==> src/rtl/mul_seq.sv <==
// mul_seq: sequential 16x16 multiply job driven through a byte-wide
// multiplier port. A job writes four operand bytes (AH, AL, BH, BL), then
// reads four product bytes (P[31:24] first). Read data returns RD_LAT
// clocks after the read strobe is sampled.
//
// Ports:
//   clk, rst_n          clock, async active-low reset
//   start, abort        job request (IDLE only) / cancel (WR, RD only)
//   op_a, op_b          16-bit operands, latched on the accepting edge
//   busy, done, result  status, one-cycle done pulse, last product
//   mul_wr_en/sel/data  operand byte write port
//   mul_rd_en/sel/data  product byte read port
module mul_seq #(
  parameter int RD_LAT = 1
) (
  input  logic        clk,
  input  logic        rst_n,
  input  logic        start,
  input  logic        abort,
  input  logic [15:0] op_a,
  input  logic [15:0] op_b,
  output logic        busy,
  output logic        done,
  output logic [31:0] result,
  output logic        mul_wr_en,
  output logic [1:0]  mul_wr_sel,
  output logic [7:0]  mul_wr_data,
  output logic        mul_rd_en,
  output logic [1:0]  mul_rd_sel,
  input  logic [7:0]  mul_rd_data
);

  typedef enum logic [1:0] {IDLE, WR, RD, DONE} state_e;

  localparam logic [2:0] LAT3    = 3'(RD_LAT);
  localparam logic [2:0] RD_LAST = 3'(3 + RD_LAT);

  state_e      state_q, state_d;
  logic [2:0]  cnt_q, cnt_d;
  logic [15:0] a_q, a_d, b_q, b_d;
  logic [31:0] shadow_q, shadow_d;
  logic [31:0] result_q, result_d;
  logic        busy_q, busy_d, done_q, done_d;
  logic        wr_en_q, wr_en_d, rd_en_q, rd_en_d;
  logic [1:0]  wr_sel_q, wr_sel_d, rd_sel_q, rd_sel_d;
  logic [7:0]  wr_data_q, wr_data_d;
  logic [1:0]  rd_byte;

  // Product byte index being returned this cycle (valid once cnt >= RD_LAT).
  assign rd_byte = 2'(cnt_q - LAT3);

  always_comb begin
    state_d  = state_q;
    cnt_d    = cnt_q;
    a_d      = a_q;
    b_d      = b_q;
    shadow_d = shadow_q;
    result_d = result_q;
    case (state_q)
      IDLE: if (start) begin
        a_d     = op_a;
        b_d     = op_b;
        cnt_d   = 3'd0;
        state_d = WR;
      end
      WR: begin
        if (abort) begin
          state_d = IDLE;
          cnt_d   = 3'd0;
        end else if (cnt_q == 3'd3) begin
          state_d = RD;
          cnt_d   = 3'd0;
        end else begin
          cnt_d = cnt_q + 3'd1;
        end
      end
      RD: begin
        if (abort) begin
          state_d = IDLE;
          cnt_d   = 3'd0;
        end else begin
          if (cnt_q >= LAT3) begin
            case (rd_byte)
              2'd0: shadow_d[31:24] = mul_rd_data;
              2'd1: shadow_d[23:16] = mul_rd_data;
              2'd2: shadow_d[15:8]  = mul_rd_data;
              default: shadow_d[7:0] = mul_rd_data;
            endcase
          end
          if (cnt_q == RD_LAST) begin
            // Result moves as a whole, including the byte captured this edge.
            state_d  = DONE;
            cnt_d    = 3'd0;
            result_d = shadow_d;
          end else begin
            cnt_d = cnt_q + 3'd1;
          end
        end
      end
      default: begin
        state_d = IDLE;
        cnt_d   = 3'd0;
      end
    endcase

    // Outputs are decoded from the next state so they are registered and
    // line up with the state they describe.
    busy_d    = (state_d != IDLE);
    done_d    = (state_d == DONE);
    wr_en_d   = (state_d == WR);
    rd_en_d   = (state_d == RD) && (cnt_d <= 3'd3);
    wr_sel_d  = wr_en_d ? cnt_d[1:0] : 2'd0;
    rd_sel_d  = rd_en_d ? cnt_d[1:0] : 2'd0;
    wr_data_d = 8'd0;
    if (wr_en_d) begin
      case (cnt_d[1:0])
        2'd0:    wr_data_d = a_d[15:8];
        2'd1:    wr_data_d = a_d[7:0];
        2'd2:    wr_data_d = b_d[15:8];
        default: wr_data_d = b_d[7:0];
      endcase
    end
  end

  always_ff @(posedge clk or negedge rst_n) begin
    if (!rst_n) begin
      state_q   <= IDLE;
      cnt_q     <= 3'd0;
      a_q       <= 16'd0;
      b_q       <= 16'd0;
      shadow_q  <= 32'd0;
      result_q  <= 32'd0;
      busy_q    <= 1'b0;
      done_q    <= 1'b0;
      wr_en_q   <= 1'b0;
      rd_en_q   <= 1'b0;
      wr_sel_q  <= 2'd0;
      rd_sel_q  <= 2'd0;
      wr_data_q <= 8'd0;
    end else begin
      state_q   <= state_d;
      cnt_q     <= cnt_d;
      a_q       <= a_d;
      b_q       <= b_d;
      shadow_q  <= shadow_d;
      result_q  <= result_d;
      busy_q    <= busy_d;
      done_q    <= done_d;
      wr_en_q   <= wr_en_d;
      rd_en_q   <= rd_en_d;
      wr_sel_q  <= wr_sel_d;
      rd_sel_q  <= rd_sel_d;
      wr_data_q <= wr_data_d;
    end
  end

  assign busy        = busy_q;
  assign done        = done_q;
  assign result      = result_q;
  assign mul_wr_en   = wr_en_q;
  assign mul_wr_sel  = wr_sel_q;
  assign mul_wr_data = wr_data_q;
  assign mul_rd_en   = rd_en_q;
  assign mul_rd_sel  = rd_sel_q;

endmodule

==> config.mk <==
export PLATFORM = sky130hd
export DESIGN_NAME = mul_seq
export DESIGN_NICKNAME = d
export VERILOG_FILES = /design/src/rtl/mul_seq.sv
export SDC_FILE = /design/constraint.sdc
export NUM_CORES = 1
export LEC_CHECK = 0
export ABC_AREA = 1
export ABC_CLOCK_PERIOD_IN_PS = 5800
export BUFFER_PORTS_ARGS = -buffer_cell sky130_fd_sc_hd__buf_4
export CAP_MARGIN = 30
export CORE_MARGIN = 2
export CORE_UTILIZATION = 50
export DETAILED_ROUTE_END_ITERATION = 8
export HOLD_SLACK_MARGIN = 0.08
export PLACE_DENSITY_LB_ADDON = 0.25
export SKIP_LAST_GASP = 1
export SYNTH_ARGS = -nofsm -noshare
export SYNTH_HDL_FRONTEND = slang
export SYNTH_SLANG_ARGS = --single-unit
==> constraint.sdc <==
create_clock -name clk -period 5.8 [get_ports clk]
set_clock_uncertainty 0.2 [all_clocks]
set_input_delay 1.16 -clock clk [delete_from_list [all_inputs] [get_ports clk]]
set_output_delay 1.16 -clock clk [all_outputs]
set_load 0.02 [all_outputs]
==> summary.txt <==
Run status
  – Status: finished clean

Yosys
  – Asr flop ratio synth: 100%
  – Top cells by count, synth: nand2_1, dfrtp_1, inv_1
  – Post-Synth Simple-Gate Area: a little under a quarter
  – Post-synth EDFFs: 0
  – Multiplexer share of the synthesized area: roughly 6.9%
  – Post-Syn Area: 0.00524 mm^2
  – Synth Flop Type: dfrtp_1
  – Largest family of logic cells by synthesized area: simple AND/OR/NAND/NOR gates
  – Synth top area share: 55.9%
  – Synth area leader: dfrtp_1
  – Synth Area in Adders: between 1.5 and 2%
  – Synth Register Bits: 117
  – Post-synthesis compound-gate area fraction: between 5 and 6%
  – Sequential area share after synthesis: roughly 56%
  – Netlist cell types: 24
  – Post-Synth XOR/XNOR Area: 0%
  – Synth Instances: between 500 and 600
  – Most common cell in the netlist: nand2_1
  – Yosys warns: 0
  – Synthesized area per cell: slightly below 9 um^2
  – Syn_nets: around 640
  – Top cells by area, synth: dfrtp_1, nand2_1, mux2_2

Worst setup path
  – Flop2flop setup slack: 3.06 ns
  – Path type of the worst setup path: in2reg
  – CP Capture Type: register
  – Slowest Stage Delay on Critical Path: ~0.9 ns
  – RR Startpoint: state_q[1]$_DFF_PN0_
  – Worst Setup Start Kind: primary input
  – Worst setup endpoint: mul_rd_sel[0]$_DFF_PN0_
  – Reg2reg end: mul_wr_data[0]$_DFF_PN0_
  – Worst Setup SP: abort
  – Slowest stage cell on the critical path: inv_1
  – Most Frequent Cell on Critical Path: nor2_1
  – CP max FO: 34
  – Reg2reg path depth: 9
  – Cell Chain, Critical Path: buf_4, nor2_1, nand2_2, inv_1, a31oi_1, nor2_1, nand2_1, nor2_1
  – CP required: around 6 ns
  – Crit path DAT: 3.27 ns

Global route
  – Largest net degree at the start of global routing: 75
  – GR Overflow Total: 0
  – GRT Resource Usage Total: approximately 23%
  – First-pass GRT wire length: 20.0 mm
  – Initial antenna violation count: 0
  – Vias in the first global route: approximately 4.2k

Clock tree
  – CTS buffer count: 17
  – Worst skew pair latency: around 0.52 ns
  – CTS Hold Bufs: 0
  – Post-CTS setup buffers: 0
  – Reg clk slew, reported paths: approximately 0.05 ns
  – Root buffer cell: clkbuf_8
  – Clock sink count: 117
  – CTS tree: built
  – H-tree levels: 4
  – Clk buf depth: 2
  – Post-CTS Resized: 0

STA
  – Hold_ws: 0.266 ns
  – Pin slew with the least headroom to its limit: a little under 1 ns
  – Final period util: 52.2%
  – Max Clock Freq: approximately 0.33 GHz
  – Final setup viols: 0
  – Max_slew headroom: 33.8%
  – Crit path time final: slightly above 3 ns
  – Final hold vios: 0
  – RSZ-0062 raised after global routing: no
  – Setup_tns: 0 ns
  – Final Max Slew Viols: 0

Detailed routing
  – Metal1 wirelength: 4.93 mm
  – Top Metal Used: met4
  – Initial DRC count: around 220
  – Router iterations before antenna repair: 5
  – Met2 wire len: between 5 and 6 mm
  – Wire length on met3: between 700 and 800 um
  – Vias per inst: between 5 and 6
  – Routed vias: roughly 4.2k
  – Routed Antenna Nets: 0
  – DRT Wirelength: ~12 mm
  – Mean routed wirelength per cell: 14.3 um
  – Detailed-route DRC error count: 0

Placed design
  – GP Congestion: approximately 0.9
  – Detail Placement HPWL: 7.89 mm
  – Port bufs: between 90 and 100
  – DP Cell Count: slightly below 800

Pwr
  – Pwr dens: 354 mW/mm^2
  – Maximum VDD drop: around 0.21 mV
  – Leakage power: 3.66 nW
  – Tot Pwr: between 2 and 2.5 mW

Floorplanning
  – Initial Utilization: a little over 50%
  – Core ar.: ~0.01 mm^2
  – Row cnt: 37
  – IO Count: 92
  – DIE AREA: between 0.01 and 0.015 mm^2
  – Die span in y: between 100 and 150 um
  – Die W: 106 um

Finish
  – Layout Nets: ~730
  – Ant diodes: 0
  – Layout cells sized above 1: between 20% and 30%
  – Syn-to-layout area delta: 25.4%
  – Cell Count, Final, Fillers Out: 829

Flow run
  – Max-cap violations: 0

Min path
  – Min-Delay Path Class: reg2reg
power breakdown:
part,switching [mW],internal [mW]
Clock,0.372,0.621
Combinational,0.268,0.130
Sequential,0.0344,0.902
cell type report:
class,count,area (um^2)
sequential,117,2930
tap,136,170
inverter,58,218
multi-input combinational,393,1970
fill,834,3660
timing repair buffer,93,718
clock buffer,20,435
clock inverter,12,130
critical path, delay by kind of cell:
kind                   cells  cell delay (ns)
AND/OR/NAND/NOR            5             0.91
AO/OA/AOI/OAI              1             0.16
buffers and inverters      2             1.03
sequential cells by signal, summed over array words and instances (netlist names), 2 cells and up:
| name | count |
|---|---|
| a_q | 16 |
| b_q | 16 |
| cnt_q | 3 |
| mul_rd_sel | 2 |
| mul_wr_data | 8 |
| mul_wr_sel | 2 |
| result | 32 |
| shadow_q | 32 |
| state_q | 2 |
layer usage:
layer / vias to the layer above / GRT usage (%)
met5: - / 0
met4: 0 / 9.30
met3: 25 / 6.19
met2: 137 / 37.9
met1: 2048 / 27.9
li1: 2029 / -
stage by stage:
step | utilization (%) | setup WS, ns | area [um^2]
2_1_floorplan | - | 3.33 | 5240
3_3_place_gp | 58.4 | 2.29 | 5970
3_5_place_dp | 58.4 | 2.25 | 5970
4_1_cts | 63.9 | 2.80 | 6540
5_1_grt | 64.2 | 2.47 | 6570
6_report | 64.2 | 2.77 | 6570
cells by family (layout without fill, tap and decap cells):
family / Yosys count / after routing
AO/OA/AOI/OAI: 52 / 52
flip-flops: 117 / 117
buffers and inverters: 81 / 183
AND/OR/NAND/NOR: 301 / 301
adder cells (fa/ha/maj): 8 / 8
multiplexers: 32 / 32
layout by cell type (no fill, tap or decap), drive strengths merged:
master	instances
a31oi	1
o211ai	1
o21ai	47
mux2	32
ha	8
buf	93
nand3	43
o21bai	1
clkinv	4
bufinv	2
inv	59
dfrtp	117
clkinvlp	5
nor2	14
clkbuf	20
a21oi	2
nand2	244
worst min-delay path by stage:
| stage | end | slack (ns) | from | cells past startpoint |
|---|---|---|---|---|
| finish | a_q[0]$_DFF_PN0_ | 0.27 | a_q[0]$_DFF_PN0_ | 2 |
| global route | a_q[3]$_DFF_PN0_ | 0.30 | a_q[3]$_DFF_PN0_ | 2 |
| CTS | a_q[4]$_DFF_PN0_ | 0.27 | a_q[4]$_DFF_PN0_ | 2 |
| detailed placement | a_q[3]$_DFF_PN0_ | 0.26 | a_q[3]$_DFF_PN0_ | 2 |
| global placement | a_q[3]$_DFF_PN0_ | 0.25 | a_q[3]$_DFF_PN0_ | 2 |
| floorplan | a_q[3]$_DFF_PN0_ | 0.23 | a_q[3]$_DFF_PN0_ | 2 |
(Power assumes the default switching activity.)
